<file path="src/rtl/ba20x_pkg.sv">
// Shared definitions for the UART TX path: FSM state encodings, data width and baud divider helper.
package ba20x_pkg;

  localparam int UART_DATA_W = 8;

  typedef enum logic [2:0] {
    UART_S_IDLE   = 3'd0,
    UART_S_START  = 3'd1,
    UART_S_DATA   = 3'd2,
    UART_S_STOP   = 3'd3,
    UART_S_PARITY = 3'd4
  } uart_state_e;

  // Clock cycles per bit; truncating division, caller guarantees a result >= 2.
  function automatic int uart_baud_div(input int clk_hz, input int baud);
    return clk_hz / baud;
  endfunction

endpackage : ba20x_pkg

</file>
<file path="src/rtl/sync_fifo.sv">
// Single-clock FIFO with push/pop handshake, full/empty flags and occupancy level.
module sync_fifo #(
  parameter int WIDTH = 8,
  parameter int DEPTH = 8
) (
  input  logic                     clk,
  input  logic                     rst,
  input  logic                     push_i,
  input  logic [WIDTH-1:0]         data_i,
  input  logic                     pop_i,
  output logic [WIDTH-1:0]         data_o,
  output logic                     full_o,
  output logic                     empty_o,
  output logic [$clog2(DEPTH):0]   level_o
);

  localparam int AW = $clog2(DEPTH);

  logic [WIDTH-1:0] mem_q [DEPTH];
  logic [AW:0]      wr_ptr_q, rd_ptr_q;
  logic             push_ok, pop_ok;

  // Full is judged on current pointers only, so a same-cycle pop never frees room for a push.
  assign full_o  = (wr_ptr_q[AW] != rd_ptr_q[AW]) && (wr_ptr_q[AW-1:0] == rd_ptr_q[AW-1:0]);
  assign empty_o = (wr_ptr_q == rd_ptr_q);
  assign level_o = wr_ptr_q - rd_ptr_q;
  assign data_o  = mem_q[rd_ptr_q[AW-1:0]];

  assign push_ok = push_i && !full_o;
  assign pop_ok  = pop_i && !empty_o;

  // NOTE: sequential state uses non-blocking (<=) so every flop samples pre-edge values.
  always_ff @(posedge clk or posedge rst) begin
    if (rst) begin
      wr_ptr_q <= '0;
      rd_ptr_q <= '0;
    end else begin
      if (push_ok) wr_ptr_q <= wr_ptr_q + 1'b1;
      if (pop_ok)  rd_ptr_q <= rd_ptr_q + 1'b1;
    end
  end

  // NOTE: storage is not reset; the pointers alone define which entries are valid.
  always_ff @(posedge clk) begin
    if (push_ok) mem_q[wr_ptr_q[AW-1:0]] <= data_i;
  end

endmodule : sync_fifo

</file>
<file path="src/rtl/uart_tx_fifo.sv">
// Buffered UART transmitter: byte FIFO feeding an 8N1 LSB-first serialiser on a registered TXD pin.
// Define UART_TX_PARITY_EN to insert an even-parity bit between the data bits and the stop bit.
module uart_tx_fifo
  import ba20x_pkg::*;
#(
  parameter int CLK_HZ     = 100000000,
  parameter int BAUD       = 115200,
  parameter int FIFO_DEPTH = 8
) (
  input  logic                          clk,
  input  logic                          rst,
  input  logic                          uart_i_valid,
  input  logic [UART_DATA_W-1:0]        uart_i_data,
  output logic                          uart_o_ready,
  output logic                          uart_o_txd,
  output logic                          uart_o_busy,
  output logic [$clog2(FIFO_DEPTH):0]   uart_o_level
);

  localparam int DIV   = uart_baud_div(CLK_HZ, BAUD);
  localparam int CNT_W = (DIV > 1) ? $clog2(DIV) : 1;

  uart_state_e            state_q;
  logic [CNT_W-1:0]       baud_cnt_q;
  logic [2:0]             bit_idx_q;
  logic [UART_DATA_W-1:0] shift_q;
  logic                   txd_q, txd_d;
`ifdef UART_TX_PARITY_EN
  logic                   parity_q;
`endif

  logic                   fifo_full, fifo_empty, fifo_pop, baud_last;
  logic [UART_DATA_W-1:0] fifo_data;

  sync_fifo #(
    .WIDTH (UART_DATA_W),
    .DEPTH (FIFO_DEPTH)
  ) u_fifo (
    .clk     (clk),
    .rst     (rst),
    .push_i  (uart_i_valid),
    .data_i  (uart_i_data),
    .pop_i   (fifo_pop),
    .data_o  (fifo_data),
    .full_o  (fifo_full),
    .empty_o (fifo_empty),
    .level_o (uart_o_level)
  );

  assign baud_last    = (baud_cnt_q == CNT_W'(DIV - 1));
  // Pop from IDLE, or on the final stop-bit cycle so the next start bit follows with no gap.
  assign fifo_pop     = !fifo_empty &&
                        ((state_q == UART_S_IDLE) || ((state_q == UART_S_STOP) && baud_last));
  assign uart_o_ready = !fifo_full;
  assign uart_o_busy  = (state_q != UART_S_IDLE) || !fifo_empty;
  assign uart_o_txd   = txd_q;

  // NOTE: every combinational output gets a default first, so no path can infer a latch.
  always_comb begin
    txd_d = 1'b1;
    case (state_q)
      UART_S_START:  txd_d = 1'b0;
      UART_S_DATA:   txd_d = shift_q[0];
`ifdef UART_TX_PARITY_EN
      UART_S_PARITY: txd_d = parity_q;
`endif
      default:       txd_d = 1'b1;
    endcase
  end

  always_ff @(posedge clk or posedge rst) begin
    if (rst) begin
      state_q    <= UART_S_IDLE;
      baud_cnt_q <= '0;
      bit_idx_q  <= '0;
      shift_q    <= '0;
      txd_q      <= 1'b1;
`ifdef UART_TX_PARITY_EN
      parity_q   <= 1'b0;
`endif
    end else begin
      txd_q <= txd_d;
      case (state_q)
        UART_S_IDLE: begin
          if (!fifo_empty) begin
            shift_q    <= fifo_data;
`ifdef UART_TX_PARITY_EN
            parity_q   <= ^fifo_data;
`endif
            baud_cnt_q <= '0;
            state_q    <= UART_S_START;
          end
        end
        UART_S_START: begin
          if (baud_last) begin
            baud_cnt_q <= '0;
            bit_idx_q  <= '0;
            state_q    <= UART_S_DATA;
          end else begin
            baud_cnt_q <= baud_cnt_q + CNT_W'(1);
          end
        end
        UART_S_DATA: begin
          if (baud_last) begin
            baud_cnt_q <= '0;
            shift_q    <= shift_q >> 1;
            if (bit_idx_q == 3'd7) begin
`ifdef UART_TX_PARITY_EN
              state_q <= UART_S_PARITY;
`else
              state_q <= UART_S_STOP;
`endif
            end else begin
              bit_idx_q <= bit_idx_q + 3'd1;
            end
          end else begin
            baud_cnt_q <= baud_cnt_q + CNT_W'(1);
          end
        end
`ifdef UART_TX_PARITY_EN
        UART_S_PARITY: begin
          if (baud_last) begin
            baud_cnt_q <= '0;
            state_q    <= UART_S_STOP;
          end else begin
            baud_cnt_q <= baud_cnt_q + CNT_W'(1);
          end
        end
`endif
        UART_S_STOP: begin
          if (baud_last) begin
            baud_cnt_q <= '0;
            if (!fifo_empty) begin
              shift_q  <= fifo_data;
`ifdef UART_TX_PARITY_EN
              parity_q <= ^fifo_data;
`endif
              state_q  <= UART_S_START;
            end else begin
              state_q  <= UART_S_IDLE;
            end
          end else begin
            baud_cnt_q <= baud_cnt_q + CNT_W'(1);
          end
        end
        default: begin
          baud_cnt_q <= '0;
          state_q    <= UART_S_IDLE;
        end
      endcase
    end
  end

endmodule : uart_tx_fifo

</file>
<file path="config.mk">
export PLATFORM = sky130hd
export DESIGN_NAME = uart_tx_fifo
export DESIGN_NICKNAME = d
export VERILOG_FILES = /design/src/rtl/ba20x_pkg.sv /design/src/rtl/sync_fifo.sv /design/src/rtl/uart_tx_fifo.sv
export SDC_FILE = /design/constraint.sdc
export NUM_CORES = 1
export LEC_CHECK = 0
export ABC_AREA = 1
export CAP_MARGIN = 20
export CELL_PAD_IN_SITES_DETAIL_PLACEMENT = 1
export CELL_PAD_IN_SITES_GLOBAL_PLACEMENT = 2
export CORE_MARGIN = 2
export CORE_UTILIZATION = 41
export CTS_BUF_LIST = sky130_fd_sc_hd__clkbuf_4
export DETAILED_ROUTE_END_ITERATION = 10
export GPL_TIMING_DRIVEN = 0
export PLACE_DENSITY = 0.91
export SKIP_CTS_REPAIR_TIMING = 1
export SLEW_MARGIN = 5
export SYNTH_ARGS = -nofsm -noshare
export SYNTH_HDL_FRONTEND = slang
export SYNTH_SLANG_ARGS = --single-unit
</file>
<file path="constraint.sdc">
create_clock -name clk -period 3.2 [get_ports clk]
set_input_delay 0.8 -clock clk [delete_from_list [all_inputs] [get_ports clk]]
set_output_delay 0.8 -clock clk [all_outputs]
set_load 0.02 [all_outputs]
</file>
Word level (Yosys, flattened, before mapping)
Memories as Yosys holds them, arrays and structs flattened.
Index checks and enable logic that the tools add are counted.
{ "classes": {"addsub": 5, "n_eq_ne": 14, "mux": 21, "reduce_logical": 17} }
{ "op_table": {"columns": ["operator", "n"], "rows": [
  ["$mux 3", 8],
  ["$mux 8", 3],
  ["$pmux 8 s3", 1],
  ["$mux 10", 2],
  ["$pmux 10 s2", 1],
  ["$ne 2x2->1 const B", 6],
  ["$pmux 3 s4", 1],
  ["$add 10x1->10 const B", 1],
  ["$eq 10x10->1 const B", 1],
  ["$add 4x1->4 const B", 2],
  ["$eq 3x2->1 const B", 2],
  ["$pmux 3 s2", 1],
  ["$reduce_bool 3->1", 2],
  ["$logic_and 1x1->1", 5],
  ["$reduce_and 5->1", 1],
  ["$eq 4x4->1", 1],
  ["$reduce_and 4->1", 1],
  ["$sub 4x4->4", 1],
  ["$add 3x1->3 const B", 1],
  ["$eq 3x1->1 const B", 1],
  ["$eq 3x3->1", 1],
  ["$eq 3x3->1 const B", 1],
  ["$logic_not 3->1", 1],
  ["$mux 1", 3],
  ["other kinds (7)", 9]
]} }
{ "totals": {"reg_bits": 33, "ramBits": 64, "input_bits": 11, "output_inout_bits": 7, "wordCells": 65, "memories": 1} }
{ "memory_table": {"columns": ["memory", "depth", "width", "rd", "rd_clocked_by_memory_dff", "wr", "line_no", "source"], "rows": [
  ["u_fifo.mem_q", 8, 8, 1, 0, 1, "sync_fifo.sv:19", "logic [WIDTH-1:0] mem_q [DEPTH];"]
]} }

Logic depth before layout (Yosys ltp)
{ "depth": {"word_depth": 6, "mapped_depth": 12} }

Cells and area by module
A second synthesis with hierarchy kept.
{ "unflattened": {"hier_cells": 576, "hier_area_um2": 5001.0} }
{ "modules_own_cells": {"columns": ["mod", "n_inst", "cells_per_inst", "area_each_um2", "seq_area_each_um2"], "rows": [
  ["sync_fifo", 1, 373, 3478.3, 2122.0],
  ["uart_tx_fifo", 1, 203, 1522.7, 601.8]
]} }

Least setup slack after synthesis
OpenSTA, ideal clock, no wires.
{ "synth_path": {"path_type": "flip-flop to output port", "from": "register u_fifo.rd_ptr_q[1]", "to": "output port uart_o_level[3]", "arrival_ps": 1622, "required_time_ps": 2400, "path_slack_ps": 778, "path_stages_with_launch": 8, "n_path_buf": 2, "path_cell_list": "dfrtp_1 > buf_4 > inv_4 > buf_2 > ha_1 > nand2_2 > o21ai_0 > xor2_1"} }
{ "synth_via": {"elab_chain_cells": 1} }
{ "synth_lines": {"columns": ["item", "line_no", "source"], "rows": [
  ["start, declared", "sync_fifo.sv:20", "logic [AW:0] wr_ptr_q, rd_ptr_q;"],
  ["start signal, assigned", "sync_fifo.sv:39", "if (pop_ok) rd_ptr_q <= rd_ptr_q + 1'b1;"],
  ["$sub 4x4->4", "sync_fifo.sv:26", "assign level_o = wr_ptr_q - rd_ptr_q;"],
  ["end, declared", "uart_tx_fifo.sv:17", "output logic [$clog2(FIFO_DEPTH):0] uart_o_level"]
]} }
No other way between the ends.

Final worst setup path
{ "layout_path": {"from": "register u_fifo.rd_ptr_q[1]", "to": "output port uart_o_busy"} }
{ "layout_via": {"elab_chain_cells": 3} }
{ "layout_lines": {"columns": ["item", "line_no", "source"], "rows": [
  ["$eq 4x4->1", "sync_fifo.sv:25", "assign empty_o = (wr_ptr_q == rd_ptr_q);"],
  ["$logic_not 1->1", "uart_tx_fifo.sv:55", "assign uart_o_busy = (state_q != UART_S_IDLE) || !fifo_empty;"],
  ["$logic_or 1x1->1", "uart_tx_fifo.sv:55", null],
  ["end, declared", "uart_tx_fifo.sv:16", "output logic uart_o_busy,"]
]} }
No other way between the ends.

==> run summary <==
aggregate global-route resource usage: 19.0%
max-slew violation count: 0
Max-Cap Viols: 0
fin crit period: 3.01 ns
FMAX: 332 MHz
CP Max Fanout: 18
P&R area growth vs syn: 10.9%
post-route ant nets: 0
Routed WL: 10,200 um
CTS Buf Count: 9
worst setup margin: 0.188 ns
adder-cell share of the synthesized area: 4.04%
num rows: 38
largest net degree at the start of global routing: 33
RSZ-0062 raised after global routing: no
hold slack final: 0.492 ns
CTS tree: yes
Wirelength per Cell: 16.4 um
1st-iter DRT viols: 152
area share of the largest cell type after synthesis: 42.5%
yosys warns: 0
status: complete, no violations
R2R Path Start: u_fifo.rd_ptr_q[1]
Placer Congestion: 0.760
Setup TNS Final: 0 ns
clock slew at reported path FFs: 0.15 ns
Initial Util: 41.9%
drt pass-1 iters: 5
Core Area: 10,800 um2
FF+latch count, synth: 96
pwr dens: 532 nW/um2
post-synthesis mux area share: 0%
Setup crit end kind: primary output
most common cell after layout, fill and taps aside: nand2_1
critical path class: reg -> out
Final setup viols: 0
largest family of logic cells by synthesized area: simple AND/OR/NAND/NOR gates
port buffer count: 17
leakage: 2.11 nW
number of global-route vias before repair: 3,377
Critical Path RT: 2.40 ns
Simple-Gate Fraction of Synth Area: 26.6%
CTS root buffer: clkbuf_4
Seq/Total Area, Yosys: 60.3%
# diodes: 0
Final Hold Fails: 0
clock latency on the worst-skew pair: 0.46 ns
worst relative slew slack: 39.1%
Synth Area in Compound Gates: 2.99%
clk sink count: 96
Worst Path Arrival: 2.21 ns
Die Y: 109 um
Post-synth EDFFs: 64
startpoint types: flop
critical hold path startpoint: shift_q[3]
DRC Markers: 0
H-tree Lvls: 3
asr flop ratio synth: 33.3%
layout cells sized above 1: 13.8%
Final HPWL DP: 7270 um
clock tree buffer depth: 2
synthesized area: 4520 um2
maximum vdd drop: 0.313 mV
Tcrit/Tclk final: 94.1%
dominant cells by area after synthesis: edfxtp_1 (43%), dfrtp_1 (17%), nand2_1 (11%)
synth unique cells: 34
Ports: 18
Mapped Nets: 471
Nets: 500
initial antenna violation count: 0
dominant synthesized flop cell: edfxtp_1
Die Width: 109 um
Worst-Margin Slew: 0.911 ns
Overflow after GRT: 0
crit path from: u_fifo.rd_ptr_q[1]
Avg Cell Area, Syn: 10.1 um2
DR vias/cell: 5.14
most frequent cells in the layout: nand2_1 (133), nand3_1 (73), edfxtp_1 (64)
Vias: 3,188
Post-Synth XOR/XNOR Area: 1.36%
synthesized instance count: 446
Hold Path Class: reg -> reg
first-pass GRT wire length: 16,600 um
Setup WS pre-CTS: 0.0938 ns
cell taking the most area after synthesis: edfxtp_1
Die ar.: 11,900 um2
clk_skew: 0.0133 ns
-- critical path, cell delays in order, from the launching register on --
cell and delay, ns:
dfrtp_1 0.39, buf_4 0.21, inv_6 0.11, ha_1 0.30, nand2_2 0.07, nor2_4 0.18, nand3_4 0.12, buf_6 0.16
dlymetal6s2s_1 0.21
-- Yosys cell counts, types with 3 or more instances --
library cell	n
nand2_1	133
nand3_1	73
edfxtp_1	64
dfrtp_1	31
inv_1	28
nor2_1	22
ha_1	13
nand2_2	8
o21ai_0	8
or2_2	8
buf_2	7
xor2_1	7
inv_2	5
a21oi_1	4
buf_4	4
o21ai_1	4
nand3_4	3
nor2_4	3
-- through the flow --
stage	total power, mW	cells	area (um2)	utilization [%]
final	2.67	620	5010	46.5
after global routing	2.79	620	5010	46.5
after CTS	2.70	619	4980	46.2
after detailed placement	2.12	603	4870	45.1
after global placement	2.09	603	4870	45.1
after floorplan	1.89	446	4520	-
-- path summary, 6_finish.rpt --
check | to | slack, ns | cells past startpoint
setup reg to reg | u_fifo.mem_q[2][7] | 0.51 | 10
min in group asynchronous | u_fifo.wr_ptr_q[0] | 0.75 | 2
max in group asynchronous | shift_q[7] | 1.98 | 2
hold reg to reg | shift_q[3] | 0.49 | 2
setup / recovery | uart_o_busy | 0.19 | 8
hold / removal | shift_q[3] | 0.49 | 2
-- flip-flops by register name, summed over array words and instances, names as in the netlist --
register	count
shift_q	8
u_fifo.wr_ptr_q	4
state_q	2
baud_cnt_q	10
bit_idx_q	3
u_fifo.mem_q	64
uart_o_txd	1
u_fifo.rd_ptr_q	4
-- final cells by class --
type,instances,area (um2)
fillers,1205,5780
flip-flops and latches,96,2720
multi-input cells,302,1580
repair buffers,19,198
well taps,140,175
inverters,35,140
plain buffers,12,75.1
clock buffers,9,67.6
clock inverters,7,51.3
-- cells by family (layout without fill, tap and decap cells) --
group / count (synthesis) / after routing
buffers and inverters: 48 / 82
AOI/OAI and AO/OA: 22 / 22
DFF: 96 / 96
adders and majority gates: 14 / 14
and+or+nand+nor: 259 / 259
xor gates and xnor gates: 7 / 7
-- metal layers --
metal | up-vias | GRT usage, % | share of wire (%)
li1 | 1550 | - | -
met1 | 1567 | 22.9 | 42
met2 | 54 | 32.1 | 52
met3 | 17 | 4.18 | 4.2
met4 | 0 | 9.16 | 1.7
met5 | - | 0 | 0
-- power breakdown --
part | switching, mW | internal (mW)
combinational | 0.359 | 0.187
clock | 0.429 | 0.167
sequential | 0.0562 | 1.47
Power figures use the tool's default switching activity.
